**src/rtl/tlb_req_arbiter.sv**
```systemverilog
// rtl/tlb_req_arbiter.sv - round-robin TLB lookup arbiter with page-walk fill sequencing
// Optional walk watchdog: define TLB_ARB_WATCHDOG_EN.
module tlb_req_arbiter #(
  parameter int SADDR   = 64,
  parameter int SPAGE   = 12,
  parameter int SPCID   = 12,
  parameter int NREQ    = 2,
  parameter int TIMEOUT = 255
) (
  input  logic                      clk,
  input  logic                      rst,
  input  logic [NREQ-1:0]           req_valid,
  input  logic [NREQ*SADDR-1:0]     req_va,
  input  logic [NREQ*SPCID-1:0]     req_pcid,
  output logic [NREQ-1:0]           req_ready,
  output logic                      resp_valid,
  output logic [$clog2(NREQ)-1:0]   resp_id,
  output logic [SADDR-1:0]          resp_ta,
  output logic                      resp_fault,
  output logic                      tlb_lookup,
  output logic [SADDR-1:0]          tlb_va,
  output logic [SPCID-1:0]          tlb_pcid,
  input  logic                      tlb_hit,
  input  logic                      tlb_miss,
  input  logic [SADDR-1:0]          tlb_ta,
  output logic                      tlb_fill,
  output logic [SADDR-1:0]          tlb_fill_pa,
  output logic                      walk_req,
  output logic [SADDR-1:0]          walk_va,
  input  logic                      walk_ack,
  input  logic [SADDR-1:0]          walk_pa,
  input  logic                      walk_fault
);

  localparam int IW = $clog2(NREQ);

  typedef enum logic [2:0] {
    S_IDLE,
    S_LOOKUP,
    S_WAIT,
    S_WALK,
    S_FILL,
    S_RESP
  } state_t;

  state_t          state;
  logic [IW-1:0]   ptr;
  logic [IW-1:0]   cand;
  logic [IW-1:0]   gnt_idx;
  logic            gnt_found;

`ifdef TLB_ARB_WATCHDOG_EN
  localparam int CW = $clog2(TIMEOUT + 1);
  logic [CW-1:0]   walk_cnt;
`else
  localparam int unused_timeout = TIMEOUT;
`endif

  // The walker page offset is replaced by the request offset, so its low bits are don't-care.
  logic unused_walk_pa_low;
  assign unused_walk_pa_low = ^walk_pa[SPAGE-1:0];

  // Scan from the requester after the last winner so a held request waits at most NREQ grants.
  always_comb begin
    gnt_found = 1'b0;
    gnt_idx   = '0;
    cand      = '0;
    for (int k = 1; k <= NREQ; k++) begin
      cand = IW'((int'(ptr) + k) % NREQ);
      if (!gnt_found && req_valid[cand]) begin
        gnt_found = 1'b1;
        gnt_idx   = cand;
      end
    end
  end

  assign req_ready = (state == S_IDLE && gnt_found) ? (NREQ'(1) << gnt_idx) : '0;
  assign walk_va   = tlb_va;

  always_ff @(posedge clk) begin
    if (rst) begin
      state       <= S_IDLE;
      ptr         <= IW'(NREQ - 1);
      resp_valid  <= 1'b0;
      resp_id     <= '0;
      resp_ta     <= '0;
      resp_fault  <= 1'b0;
      tlb_lookup  <= 1'b0;
      tlb_va      <= '0;
      tlb_pcid    <= '0;
      tlb_fill    <= 1'b0;
      tlb_fill_pa <= '0;
      walk_req    <= 1'b0;
`ifdef TLB_ARB_WATCHDOG_EN
      walk_cnt    <= '0;
`endif
    end else begin
      tlb_lookup <= 1'b0;
      tlb_fill   <= 1'b0;
      resp_valid <= 1'b0;
      case (state)
        S_IDLE: begin
          if (gnt_found) begin
            ptr        <= gnt_idx;
            resp_id    <= gnt_idx;
            tlb_va     <= req_va[gnt_idx*SADDR +: SADDR];
            tlb_pcid   <= req_pcid[gnt_idx*SPCID +: SPCID];
            resp_fault <= 1'b0;
            tlb_lookup <= 1'b1;
            state      <= S_LOOKUP;
          end
        end
        S_LOOKUP: begin
          state <= S_WAIT;
        end
        S_WAIT: begin
          // A simultaneous hit and miss is resolved as a hit.
          if (tlb_hit) begin
            resp_ta    <= tlb_ta;
            resp_valid <= 1'b1;
            state      <= S_RESP;
          end else if (tlb_miss) begin
            walk_req <= 1'b1;
`ifdef TLB_ARB_WATCHDOG_EN
            walk_cnt <= '0;
`endif
            state    <= S_WALK;
          end
        end
        S_WALK: begin
          if (walk_ack) begin
            walk_req <= 1'b0;
            if (walk_fault) begin
              resp_fault <= 1'b1;
              resp_ta    <= '0;
              resp_valid <= 1'b1;
              state      <= S_RESP;
            end else begin
              resp_ta     <= {walk_pa[SADDR-1:SPAGE], tlb_va[SPAGE-1:0]};
              tlb_fill_pa <= {walk_pa[SADDR-1:SPAGE], {SPAGE{1'b0}}};
              tlb_fill    <= 1'b1;
              state       <= S_FILL;
            end
          end
`ifdef TLB_ARB_WATCHDOG_EN
          // Count reaching TIMEOUT means TIMEOUT WALK cycles elapsed with no answer.
          else if (walk_cnt == CW'(TIMEOUT - 1)) begin
            walk_req   <= 1'b0;
            resp_fault <= 1'b1;
            resp_ta    <= '0;
            resp_valid <= 1'b1;
            state      <= S_RESP;
          end else begin
            walk_cnt <= walk_cnt + CW'(1);
          end
`endif
        end
        S_FILL: begin
          resp_valid <= 1'b1;
          state      <= S_RESP;
        end
        S_RESP: begin
          state <= S_IDLE;
        end
        default: begin
          state <= S_IDLE;
        end
      endcase
    end
  end

endmodule

```
**config.mk**
```make
export PLATFORM = sky130hd
export DESIGN_NAME = tlb_req_arbiter
export DESIGN_NICKNAME = d
export VERILOG_FILES = /design/src/rtl/tlb_req_arbiter.sv
export SDC_FILE = /design/constraint.sdc
export NUM_CORES = 1
export LEC_CHECK = 0
export BUFFER_PORTS_ARGS = -buffer_cell sky130_fd_sc_hd__buf_2
export CORE_AREA = 4 4 218 220
export DETAILED_ROUTE_END_ITERATION = 8
export DIE_AREA = 0 0 222 224
export GPL_ROUTABILITY_DRIVEN = 0
export HOLD_SLACK_MARGIN = 0.15
export PLACE_DENSITY_LB_ADDON = 0.08
export SLEW_MARGIN = 20
export SYNTH_ARGS = -nofsm -noshare
export SYNTH_HDL_FRONTEND = slang
export SYNTH_SLANG_ARGS = --single-unit
```
**constraint.sdc**
```tcl
create_clock -name clk -period 2.7 [get_ports clk]
set_clock_uncertainty 0.1 [all_clocks]
set_input_delay 0.27 -clock clk [delete_from_list [all_inputs] [get_ports clk]]
set_output_delay 0.27 -clock clk [all_outputs]
set_load 0.005 [all_outputs]
```
==> results of run 1 <==
[stage by stage]
step	setup WS, ns	hold WS [ns]	cells	utilization (%)
final	0.420	0.169	2137	33.3
after global routing	0.258	0.245	2137	33.3
after CTS	0.378	0.154	2135	33.3
after detailed placement	0.446	0.336	1812	25.4
after global placement	0.455	0.335	1812	25.4
after floorplan	1.16	0.286	830	-
[where the power goes]
part | internal, mW | leakage [nW] | total (mW) | switching (mW)
Clock | 2.02 | 0.411 | 3.42 | 1.40
Combinational | 1.02 | 4.45 | 2.02 | 1.01
Sequential | 3.21 | 1.65 | 3.40 | 0.187
[metal layers]
| metal | global-route usage [%] | vias to the layer above | part of all wire, % |
|---|---|---|---|
| met5 | 0 | - | 0 |
| met4 | 5.06 | 0 | 3.2 |
| met2 | 27.9 | 333 | 49 |
| met3 | 3.30 | 62 | 5.5 |
| met1 | 20.1 | 4649 | 42 |
| li1 | - | 4568 | - |
[worst max-delay path by stage]
stage | endpoint | slack (ns) | cells past startpoint
after floorplan | req_ready[0] | 1.16 | 5
after global placement | resp_ta[14] | 0.45 | 4
after detailed placement | resp_ta[10] | 0.45 | 4
after CTS | tlb_va[50] | 0.38 | 5
after global routing | resp_ta[10] | 0.26 | 4
final | tlb_va[44] | 0.42 | 5
[cell type report]
class	instances	share of cell area, %
clock buffers	38	5.02
clock inverters	8	0.431
multi-input cells	450	24.9
repair buffers	835	37.8
flip-flops and latches	202	26.8
diodes	2	0.0332
well taps	600	4.98
inverters	2	0.0498
[flip-flops by register name (all words and copies together), names as in the netlist]
| name | count |
|---|---|
| tlb_lookup | 1 |
| resp_valid | 1 |
| tlb_va | 64 |
| resp_fault | 1 |
| ptr | 1 |
| tlb_fill_pa | 52 |
| tlb_pcid | 12 |
| state | 3 |
| resp_id | 1 |
| walk_req | 1 |
| tlb_fill | 1 |
| resp_ta | 64 |
[cells by family (layout without fill, tap and decap cells)]
group | after synthesis | in the layout
mux | 1 | 1
compound gates | 412 | 412
other cells | 1 | 14
flops | 202 | 202
buf+inv | 178 | 883
simple gates | 25 | 25
[synth_stat cells (2+ instances only)]
master,count
a2111oi_0,2
a211oi_1,4
a211oi_2,60
a21oi_1,67
a22o_1,52
a22oi_1,64
a32oi_1,77
and2_1,2
buf_2,19
buf_4,94
buf_6,17
clkbuf_1,45
dfxtp_1,202
inv_1,2
nand2_1,3
nand2b_1,3
nor2_1,5
nor2b_1,3
o2bb2ai_1,76
[critical path: cells and delay by family, from the launching register on]
| kind | cells | cell delay (ns) |
|---|---|---|
| buf+inv | 2 | 1.00 |
| compound gates | 2 | 0.32 |
| flops | 1 | 0.40 |
| simple gates | 1 | 0.36 |
[repair_timing]
action / in CTS / in global routing
endpoints found under the hold margin: 200 / 0
hold buffers: 277 / 0
gates resized for setup: 0 / 0
==> flow_metrics.py, run 1 <==
metrics = {
    "routing": {
        "wl_mm": 43.0,
        "drt_iter0_markers": 360,
        "viasPerCell": 4.50,
        "wire_per_inst_microns": 20.1,
        "postRouteAntennaNets": 0,
        "drc_errors": 0,
        "drtPass1Iterations": 4,
        "dr_total_vias": 9612,
    },
    "power": {
        "finalPower_mw": 8.84,
        "leakagePower_nw": 6.51,
        "p_per_area_mw_per_mm2": 586,
        "max-vdd-ir-drop_mv": 0.283,
    },
    "global_route": {
        "grt_pass1_vias": 10026,
        "grt_max_degree": 78,
        "gr-usage-all-layers_pct": 16.1,
        "antenna_found_initial": 2,
        "grt_pass1_wl_mm": 63.6,
        "grt_overflow": 0,
    },
    "synth": {
        "yosys-top-cells-area": "dfxtp_1 45%, a211oi_2 8.4%, buf_4 7.9%",
        "synth_top_area_share_pct": 45.4,
        "synth_ff_type": "dfxtp_1",
        "synthDistinctLibCells": 41,
        "avgSynthCellArea_sq_um": 10.9,
        "yosys_warnings": 0,
        "netlist_area_sq_mm": 0.00890,
        "synth_edf_count": 0,
        "async_flop_share_pct": 0,
        "synthSimpleGateAreaFrac_pct": 1.90,
        "synth_mux_area_share_pct": 0.127,
        "synth_xor_area_share_pct": 0,
        "synth-adder-area-share_pct": 0,
        "ys_ff_latch": 202,
        "synth_top_area_cell": "dfxtp_1",
        "syn_inst": 819,
        "synth_compound_area_share_pct": 39.3,
        "synth_top_family_by_area": "compound AO/OA/AOI/OAI gates",
        "seq_area_frac_synth_pct": 45.4,
    },
    "clocking": {
        "clk_pin_slew_ns": 0.06,
        "cts_buffer_depth": 3,
        "clk_latency_ns": 0.53,
        "cts_tree": "yes",
        "cts_buffers": 26,
        "post_cts_buffers": 0,
        "ctsHtreeMaxLevel": 1,
        "cts-root-buf": "clkbuf_16",
        "cts.sinks": 202,
    },
    "setup_path": {
        "path_class": "flip-flop to flip-flop",
        "required_ns": 3.07,
        "r2r_slack_ns": 0.42,
        "setup.worst_path.end_class": "flip-flop",
        "rr_endpoint": "tlb_va[44]",
        "path_cells": "nand2b_2 > buf_12 > a32oi_1 > dlygate4sd3_1 > o2bb2ai_1",
        "startpoint": "ptr",
        "r2r_cells": 5,
        "cpMaxStageDelayCell": "dlygate4sd3_1",
        "timing.rr.start": "ptr",
        "cp_max_fo": 66,
        "crit_path_max_incr_delay_ns": 0.65,
        "crit_arrival_ns": 2.65,
        "cp-start-kind": "flip-flop",
    },
    "sta": {
        "setup_tns_ns": 0,
        "fmax_mhz": 439,
        "rsz0062_at_grt": "false",
        "slew_headroom_pct": 34.8,
        "slew_violations": 0,
        "worst_slew_pin_slew_ns": 0.978,
        "setup-violations-final": 0,
        "hold_viol": 0,
        "fin_crit_ns": 2.28,
        "period_share_pct": 84.4,
    },
    "die": {
        "die_x_microns": 222,
        "coreArea_sq_mm": 0.0453,
        "die_area_sq_mm": 0.0497,
        "num_rows": 78,
        "die_h_microns": 224,
        "io_pins": 564,
        "initial_core_util_pct": 19.7,
    },
    "final_layout": {
        "area_growth_syn_to_layout_pct": 69.5,
        "final_cell_mix": "538 x buf_2, 277 x dlygate4sd3_1, 202 x dfxtp_1",
        "num-nets-final": 1805,
        "seqCellArea_sq_mm": 0.00404,
        "multi_input_area_sq_mm": 0.00376,
        "drive_gt1_share_pct": 43.6,
        "final_common_cell": "buf_2",
        "design_area_sq_mm": 0.0151,
        "fillers": 4742,
    },
    "placement": {
        "io_buffers": 539,
        "dp_hpwl_mm": 28.5,
        "placed_area_sq_mm": 0.0115,
    },
    "status": {
        "status": "complete, no violations",
    },
    "flow_run": {
        "max_cap_viol_count": 0,
    },
    "worst_hold_path": {
        "min_from": "req_valid[0]",
        "min_delay_worst_endpoint": "tlb_lookup",
        "whs_path_depth": 3,
        "hp-class": "input pin to flip-flop",
    },
}
Note: power is estimated with default switching activity, not from simulation.
==> inputs of run 2 (changes only) <==
CORE_AREA = 4 4 217 219   (was 4 4 218 220)
DIE_AREA = 0 0 221 223   (was 0 0 222 224)
clock period = 2.12 ns   (was 2.7 ns; I/O delays follow)
==> run 2 against run 1 <==
Net effect: critical path depth grew 1; die area down 0.89%; final area rose by 1.7%; fmax grew 17%; via count rose by 2.1%; sequential power increased by 27%; clock power rose by 27%; combinational power up 30%; critical endpoint is now walk_req; largest cell class unchanged.
==> flow_metrics.py, run 2 (synthesis results as in run 1) <==
metrics = {
    "status": {
        "status": "complete, no violations",
    },
    "final_layout": {
        "final_cell_mix": "538 x buf_2, 279 x dlygate4sd3_1, 202 x dfxtp_1",
        "area_growth_syn_to_layout_pct": 72.4,
        "design_area_sq_mm": 0.0153,
        "top_regs": "resp_ta x64, tlb_va x64, tlb_fill_pa x52",
        "instances_no_fill": 2157,
        "drive_gt1_share_pct": 44.1,
        "fillers": 4663,
        "final_common_cell": "buf_2",
        "num-nets-final": 1826,
    },
    "placement": {
        "dp_cells": 1822,
        "dp_hpwl_mm": 29.1,
        "io_buffers": 539,
        "dp_slack_ns": 0.0558,
        "placed_area_sq_mm": 0.0116,
    },
    "routing": {
        "wl_mm": 43.7,
        "drc_errors": 0,
        "drtPass1Iterations": 5,
        "wire_per_inst_microns": 20.3,
        "dr_total_vias": 9812,
        "drt_iter0_markers": 423,
        "postRouteAntennaNets": 0,
        "viasPerCell": 4.55,
    },
    "die": {
        "io_pins": 564,
        "num_rows": 78,
        "die_h_microns": 223,
        "die_area_sq_mm": 0.0493,
        "die_x_microns": 221,
        "coreArea_sq_mm": 0.0451,
        "initial_core_util_pct": 19.7,
    },
    "setup_path": {
        "crit_arrival_ns": 2.33,
        "timing.rr.start": "state[1]",
        "cp_max_fo": 21,
        "required_ns": 2.49,
        "path_class": "flip-flop to flip-flop",
        "cp-start-kind": "flip-flop",
        "setup.worst_path.end_class": "flip-flop",
        "startpoint": "state[1]",
    },
    "sta": {
        "period_share_pct": 92.2,
        "slew_headroom_pct": 36.5,
        "setup-violations-final": 0,
        "slew_violations": 0,
        "setup_ws_ns": 0.165,
        "rsz0062_at_grt": "false",
        "fin_crit_ns": 1.96,
        "holdWs_ns": 0.188,
        "hold_viol": 0,
        "fmax_mhz": 511,
        "setup_tns_ns": 0,
        "worst_slew_pin_slew_ns": 0.952,
    },
    "clocking": {
        "cts-root-buf": "clkbuf_16",
        "cts_buffer_depth": 3,
        "clk_latency_ns": 0.53,
        "cts_tree": "yes",
        "clk_pin_slew_ns": 0.06,
        "ctsHtreeMaxLevel": 1,
        "cts.sinks": 202,
        "cts_buffers": 27,
    },
    "worst_hold_path": {
        "hp-class": "input pin to flip-flop",
        "min_from": "req_valid[0]",
    },
    "power": {
        "leakagePower_nw": 6.71,
        "p_per_area_mw_per_mm2": 736,
        "max-vdd-ir-drop_mv": 0.398,
    },
    "global_route": {
        "grt_pass1_vias": 10716,
        "antenna_found_initial": 1,
        "gr-usage-all-layers_pct": 16.5,
        "grt_max_degree": 78,
        "grt_overflow": 0,
        "grt_pass1_wl_mm": 65.6,
    },
    "flow_run": {
        "max_cap_viol_count": 0,
    },
}
[run 2: area by class of cell]
class                           count  area, sq um  area share (%)
Antenna cell                        1         2.50          0.0163
Clock buffer                       41          778            5.07
Clock inverter                      6         55.1           0.359
Inverter                            2         7.51          0.0489
Multi-Input combinational cell    450         3760            24.5
Sequential cell                   202         4040            26.4
Tap cell                          600          751            4.89
Timing Repair Buffer              855         5940            38.7
[run 2: path summary, 6_finish.rpt]
| path | slack [ns] | endpoint | cells after the start |
|---|---|---|---|
| worst max-delay path | 0.16 | walk_req | 6 |
| worst min-delay path | 0.19 | state[0] | 3 |
| worst max register to register | 0.16 | walk_req | 6 |
| worst min register to register | 0.34 | resp_fault | 2 |
[run 2: through the flow]
step	util (%)	total power, mW
finish	34.0	11.3
global route	34.0	11.9
global placement	25.8	6.58
detailed placement	25.8	6.57
CTS	33.8	11.5
floorplan	-	5.60
[run 2: critical path, cell delays in order, from the launching register on]
cell           delay [ns]
dfxtp_1              0.33
buf_4                0.16
nor2b_4              0.22
buf_12               0.18
a31oi_1              0.10
a311oi_1             0.23
dlygate4sd3_1        0.57
[run 2: what timing repair did]
| action | in CTS | in global routing |
|---|---|---|
| resized for setup | 0 | 5 |
| hold buffers | 279 | 0 |
| endpoints found under the setup margin | 2 | 128 |
| gates cloned | 0 | 1 |
| pin swaps | 1 | 0 |
| hold endpoints to repair | 201 | 0 |
| setup buffers | 2 | 5 |
[run 2: layer usage]
| metal | GRT usage (%) | vias up | wire length (microns) |
|---|---|---|---|
| met3 | 3.57 | 76 | 2260 |
| met1 | 19.8 | 4747 | 18200 |
| met2 | 29.5 | 385 | 21600 |
| met5 | 0 | - | 0 |
| met4 | 5.56 | 0 | 1600 |
| li1 | - | 4604 | - |
[run 2: power by group]
part / leakage [nW] / switching (mW) / internal [mW] / total (mW)
clock: 0.413 / 1.73 / 2.62 / 4.35
sequential: 1.65 / 0.238 / 4.09 / 4.33
combinational: 4.65 / 1.31 / 1.30 / 2.62
